===== src/rtl/lsu_riscv.sv =====
// rtl/lsu_riscv.sv - load/store unit: one req/ready memory handshake per access, lanes and load extension
// Optional build macro LSU_MISALIGN_TRAP_EN adds misalign_o and refuses misaligned H/HU/W accesses.
module lsu_riscv #(
    parameter int ADDR_W            = 32,
    parameter int TIMEOUT_EN_CYCLES = 0
) (
    input  logic              clk_i,
    input  logic              rst_ni,
    input  logic              core_req_i,
    input  logic              core_we_i,
    input  logic [2:0]        core_size_i,
    input  logic [ADDR_W-1:0] core_addr_i,
    input  logic [31:0]       core_wd_i,
    output logic [31:0]       core_rd_o,
    output logic              core_stall_o,
    output logic              mem_req_o,
    output logic              mem_we_o,
    output logic [3:0]        mem_be_o,
    output logic [ADDR_W-1:0] mem_addr_o,
    output logic [31:0]       mem_wd_o,
    input  logic [31:0]       mem_rd_i,
`ifdef LSU_MISALIGN_TRAP_EN
    output logic              misalign_o,
`endif
    input  logic              mem_ready_i
);

    if (TIMEOUT_EN_CYCLES != 0) begin : g_timeout_unsupported
        $error("lsu_riscv: TIMEOUT_EN_CYCLES must be 0");
    end

    typedef enum logic {IDLE, REQ} state_t;

    state_t      state;
    logic        done_q;
    logic [2:0]  size_q;
    logic [1:0]  off_q;

    logic        size_ok;
    logic [3:0]  be_n;
    logic [31:0] wd_n;
    logic [7:0]  byte_sel;
    logic [15:0] half_sel;
    logic [31:0] ld_data;

    assign core_stall_o = core_req_i & ~done_q;

    // Byte enables and replicated store lanes for the incoming access
    always_comb begin
        size_ok = 1'b1;
        be_n    = 4'b0000;
        wd_n    = 32'd0;
        case (core_size_i)
            3'd0, 3'd4: begin
                be_n = 4'b0001 << core_addr_i[1:0];
                wd_n = {4{core_wd_i[7:0]}};
            end
            3'd1, 3'd5: begin
                be_n = core_addr_i[1] ? 4'b1100 : 4'b0011;
                wd_n = {2{core_wd_i[15:0]}};
            end
            3'd2: begin
                be_n = 4'b1111;
                wd_n = core_wd_i;
            end
            default: size_ok = 1'b0;
        endcase
    end

`ifdef LSU_MISALIGN_TRAP_EN
    logic misalign;
    always_comb begin
        misalign = 1'b0;
        if ((core_size_i == 3'd1 || core_size_i == 3'd5) && core_addr_i[0])
            misalign = 1'b1;
        if (core_size_i == 3'd2 && core_addr_i[1:0] != 2'b00)
            misalign = 1'b1;
    end
`endif

    // Load extraction uses the fields latched at request time
    always_comb begin
        case (off_q)
            2'd0:    byte_sel = mem_rd_i[7:0];
            2'd1:    byte_sel = mem_rd_i[15:8];
            2'd2:    byte_sel = mem_rd_i[23:16];
            default: byte_sel = mem_rd_i[31:24];
        endcase
        half_sel = off_q[1] ? mem_rd_i[31:16] : mem_rd_i[15:0];
        case (size_q)
            3'd0:    ld_data = {{24{byte_sel[7]}}, byte_sel};
            3'd4:    ld_data = {24'd0, byte_sel};
            3'd1:    ld_data = {{16{half_sel[15]}}, half_sel};
            3'd5:    ld_data = {16'd0, half_sel};
            default: ld_data = mem_rd_i;
        endcase
    end

    always_ff @(posedge clk_i) begin
        if (!rst_ni) begin
            state      <= IDLE;
            done_q     <= 1'b0;
            size_q     <= 3'd0;
            off_q      <= 2'd0;
            core_rd_o  <= 32'd0;
            mem_req_o  <= 1'b0;
            mem_we_o   <= 1'b0;
            mem_be_o   <= 4'b0000;
            mem_addr_o <= '0;
            mem_wd_o   <= 32'd0;
`ifdef LSU_MISALIGN_TRAP_EN
            misalign_o <= 1'b0;
`endif
        end else begin
            done_q <= 1'b0;
`ifdef LSU_MISALIGN_TRAP_EN
            misalign_o <= 1'b0;
`endif
            case (state)
                IDLE: begin
                    if (core_req_i && !done_q) begin
                        if (!size_ok) begin
                            done_q    <= 1'b1;
                            core_rd_o <= 32'd0;
`ifdef LSU_MISALIGN_TRAP_EN
                        end else if (misalign) begin
                            done_q     <= 1'b1;
                            misalign_o <= 1'b1;
                            core_rd_o  <= 32'd0;
`endif
                        end else begin
                            state      <= REQ;
                            size_q     <= core_size_i;
                            off_q      <= core_addr_i[1:0];
                            mem_req_o  <= 1'b1;
                            mem_we_o   <= core_we_i;
                            mem_be_o   <= be_n;
                            mem_addr_o <= {core_addr_i[ADDR_W-1:2], 2'b00};
                            mem_wd_o   <= core_we_i ? wd_n : 32'd0;
                        end
                    end
                end
                REQ: begin
                    if (mem_ready_i) begin
                        if (!mem_we_o)
                            core_rd_o <= ld_data;
                        done_q     <= 1'b1;
                        state      <= IDLE;
                        mem_req_o  <= 1'b0;
                        mem_we_o   <= 1'b0;
                        mem_be_o   <= 4'b0000;
                        mem_addr_o <= '0;
                        mem_wd_o   <= 32'd0;
                    end
                end
                default: state <= IDLE;
            endcase
        end
    end

endmodule

===== config.mk =====
export PLATFORM = sky130hd
export DESIGN_NAME = lsu_riscv
export DESIGN_NICKNAME = d
export VERILOG_FILES = /design/src/rtl/lsu_riscv.sv
export SDC_FILE = /design/constraint.sdc
export NUM_CORES = 1
export LEC_CHECK = 0
export ABC_AREA = 1
export ABC_CLOCK_PERIOD_IN_PS = 1200
export CAP_MARGIN = 20
export CORE_MARGIN = 8
export CORE_UTILIZATION = 39
export CTS_CLUSTER_SIZE = 40
export DETAILED_ROUTE_END_ITERATION = 10
export PLACE_DENSITY_LB_ADDON = 0.2
export SLEW_MARGIN = 30
export SYNTH_ARGS = -nofsm -noshare
export SYNTH_HDL_FRONTEND = slang
export SYNTH_SLANG_ARGS = --single-unit

===== constraint.sdc =====
create_clock -name clk_i -period 1.2 [get_ports clk_i]
set_input_delay 0.12 -clock clk_i [delete_from_list [all_inputs] [get_ports clk_i]]
set_output_delay 0.12 -clock clk_i [all_outputs]
set_load 0.005 [all_outputs]

==> results.cfg, run 1 <==
[synth]
synth_common_cells = nand2_1 (260), a21oi_1 (129), dfxtp_1 (107)
synth_top_area_frac = 0.443
synth.most_common_cell = nand2_1
synth_cell_types = 31
avgSynthCellArea_um2 = 6.95
ys_warn_count = 0
yosysSeqAreaShare = 0.443
syn_area_um2 = 4840
synth.area.top_cells = dfxtp_1 (44%), nand2_1 (20%), a21oi_1 (13%)
synth-seq-cells = 107
synthArstFlopShare = 0
synth_cells = 696
synth_flop_cell = dfxtp_1
synth_top_area_cell = dfxtp_1
synth_edf_count = 0

[pwr]
power.switching_mw = 2.90
power_frac_clock = 0.324
swShare = 0.301
seq_power_share = 0.403
p_total_mw = 9.65
max-vdd-ir-drop_mv = 0.760
leakagePower_nw = 4.00
pwr-share-comb = 0.273
p_per_area_nw_per_um2 = 1090
p_int_mw = 6.75

[final_layout]
multi_input_area_um2 = 3040
diodes = 0
finalNetCount = 1069
drive_above_1_share = 0.310
areaGrowthSynthToFinish_pct = 83.7
finish.utilization = 0.737
nFillCells = 915
register_area_um2 = 2170

[die]
initial_core_util = 0.401
core_region_area_um2 = 12100
io_pins = 207
die-area_um2 = 16200
die-width_um = 127
die_h_um = 127
core.rowCount = 40

[routing]
drc_errors = 0
vias = 5916
routed_via_density = 5.20
wl_met1_um = 7570
drtIter0Drc = 487
routed_wl_um = 20000
top_layer = met4
ant_nets = 0
avgRoutedWirePerCell_um = 17.6
drt-pass1-iter-count = 7
wl_met2_um = 9890
wl_met3_um = 2010

[clocking]
clk_pin_slew_worst_paths_ps = 80
cts_max_level = 3
cts.sinks = 107
cts_inserted_buffers = 9
clk_path_buf_depth = 2
clock_latency_ps = 360
cts_hold_buf = 0
cts_tree = done
root_buffer = clkbuf_16

[min_path]
hold_depth = 3
worstHoldPathType = in2reg

[sta]
max_freq_mhz = 722
finalCriticalPeriod_ps = 1380
fin_setup_tns_ps = -7790
drv_slew = 0
skew_ps = 6.40
hold_viol_final = 0
fin_ws_ps = -185
rsz0062_at_grt = yes
period_share = 1.15
setup_viol = 100

[outcome]
failed_checks = setup timing
status = finished, violations left

[grt]
grt.total_usage = 0.231
grt_pass1_wl_um = 30000
grt_overflow = 0
grt_max_degree = 43
grt_pass1_vias = 5873
antenna_found_initial = 0

[place]
dp_hpwl_um = 13300
port_buffers = 204
gp_congestion = 0.900

[critical_path]
required_ps = 1500
critPathCaptureType = flip-flop
worstSetupPathType = reg2reg
crit_path_start_kind = flip-flop
r2r.worst_path.cells = 8
crit_fanout = 5
arrival_ps = 1680

[job]
cap_violations = 0
==> worst max-delay path: stages, from the launching register on <==
cell and delay (ps):
dfxtp_4 390, inv_6 100, nand2_4 70, nand3_4 80, nand4_4 200, buf_6 200, nand2_1 60, nand2_1 90
a21oi_2 120
==> metal layers <==
metal,GRT usage,up-vias
met5,0,-
met4,0.0784,0
met3,0.0865,57
met2,0.392,282
met1,0.261,2772
li1,-,2805
==> cells in the final DEF, fill, tap and decap left out, types with 6 or more instances in the layout <==
cell / instances
a21oi_1: 78
a21oi_2: 52
a22o_1: 7
buf_12: 14
buf_16: 8
buf_4: 60
buf_6: 11
clkbuf_16: 9
clkdlybuf4s50_1: 101
dfxtp_1: 91
dfxtp_2: 13
dlygate4sd2_1: 101
inv_1: 26
nand2_1: 200
nand2_2: 34
nand2_4: 32
nand3_1: 21
nor2_1: 29
nor2_4: 6
o21ai_2: 21
o21ai_4: 6
==> timing repair <==
item | in CTS | in global routing
gates resized for setup | 249 | 120
buffers inserted | 14 | 6
cloned | 11 | 1
setup endpoints to repair | 197 | 104
pin swaps | 25 | 20
==> sequential cells by signal, summed over array words and instances, names as in the netlist <==
register,cells
mem_be_o,4
size_q,3
off_q,2
state,1
done_q,1
mem_wd_o,32
mem_req_o,1
mem_addr_o,30
mem_we_o,1
core_rd_o,32
==> stage by stage <==
step | cells | hold WS, ps | worst slack, ps | instance area [um2]
floorplan | 697 | 258 | -25.1 | 4880
CTS | 1133 | 302 | -126 | 8450
global placement | 1093 | 446 | -411 | 7470
global route | 1138 | 311 | -207 | 8890
finish | 1138 | 311 | -185 | 8890
detailed placement | 1093 | 456 | -479 | 7470
==> power groups by stage <==
stage / logic (mW) / clock network [mW] / registers, mW
6_report: 2.63 / 3.13 / 3.89
5_1_grt: 2.80 / 3.32 / 3.91
4_1_cts: 2.40 / 3.17 / 3.86
3_5_place_dp: 1.95 / 0 / 3.92
3_3_place_gp: 1.91 / 0 / 3.91
2_1_floorplan: 0.855 / 0 / 3.92
==> cell families after synthesis <==
group,Yosys count,synth area share
DFF,107,0.443
AOI/OAI and AO/OA,177,0.194
buffers and inverters,78,0.0799
and+or+nand+nor,333,0.283
other,1,0.000775
==> worst paths after layout <==
check	startpoint	endpoint	slack, ps
max	off_q[1]$_SDFFE_PN0P_	core_rd_o[15]$_SDFFE_PN0P_	-180
min	core_addr_i[19]	mem_addr_o[19]$_SDFFE_PN0P_	310
max reg2reg	off_q[1]$_SDFFE_PN0P_	core_rd_o[15]$_SDFFE_PN0P_	-180
min reg2reg	mem_wd_o[12]$_SDFFE_PN0P_	mem_wd_o[12]$_SDFFE_PN0P_	460
==> cell type report <==
class	count	area share
well taps	168	0.0237
clock inverters	7	0.00957
multi-input cells	513	0.343
flip-flops and latches	107	0.244
inverters	36	0.0176
clock buffers	9	0.0253
repair buffers	298	0.337
Note: power is estimated with default switching activity, not from simulation.
==> run 2, diff against run 1 <==
Settings changed: CTS_CLUSTER_SIZE 40 to 10.
==> results of run 2 <==
Same layout as run 1: the final DEF is identical, and so are final timing and power.
==> run 3, diff against run 2 <==
Settings changed: CAP_MARGIN 20 to 5.
==> results of run 3 <==
Same layout as run 1: the final DEF is identical, and so are final timing and power.
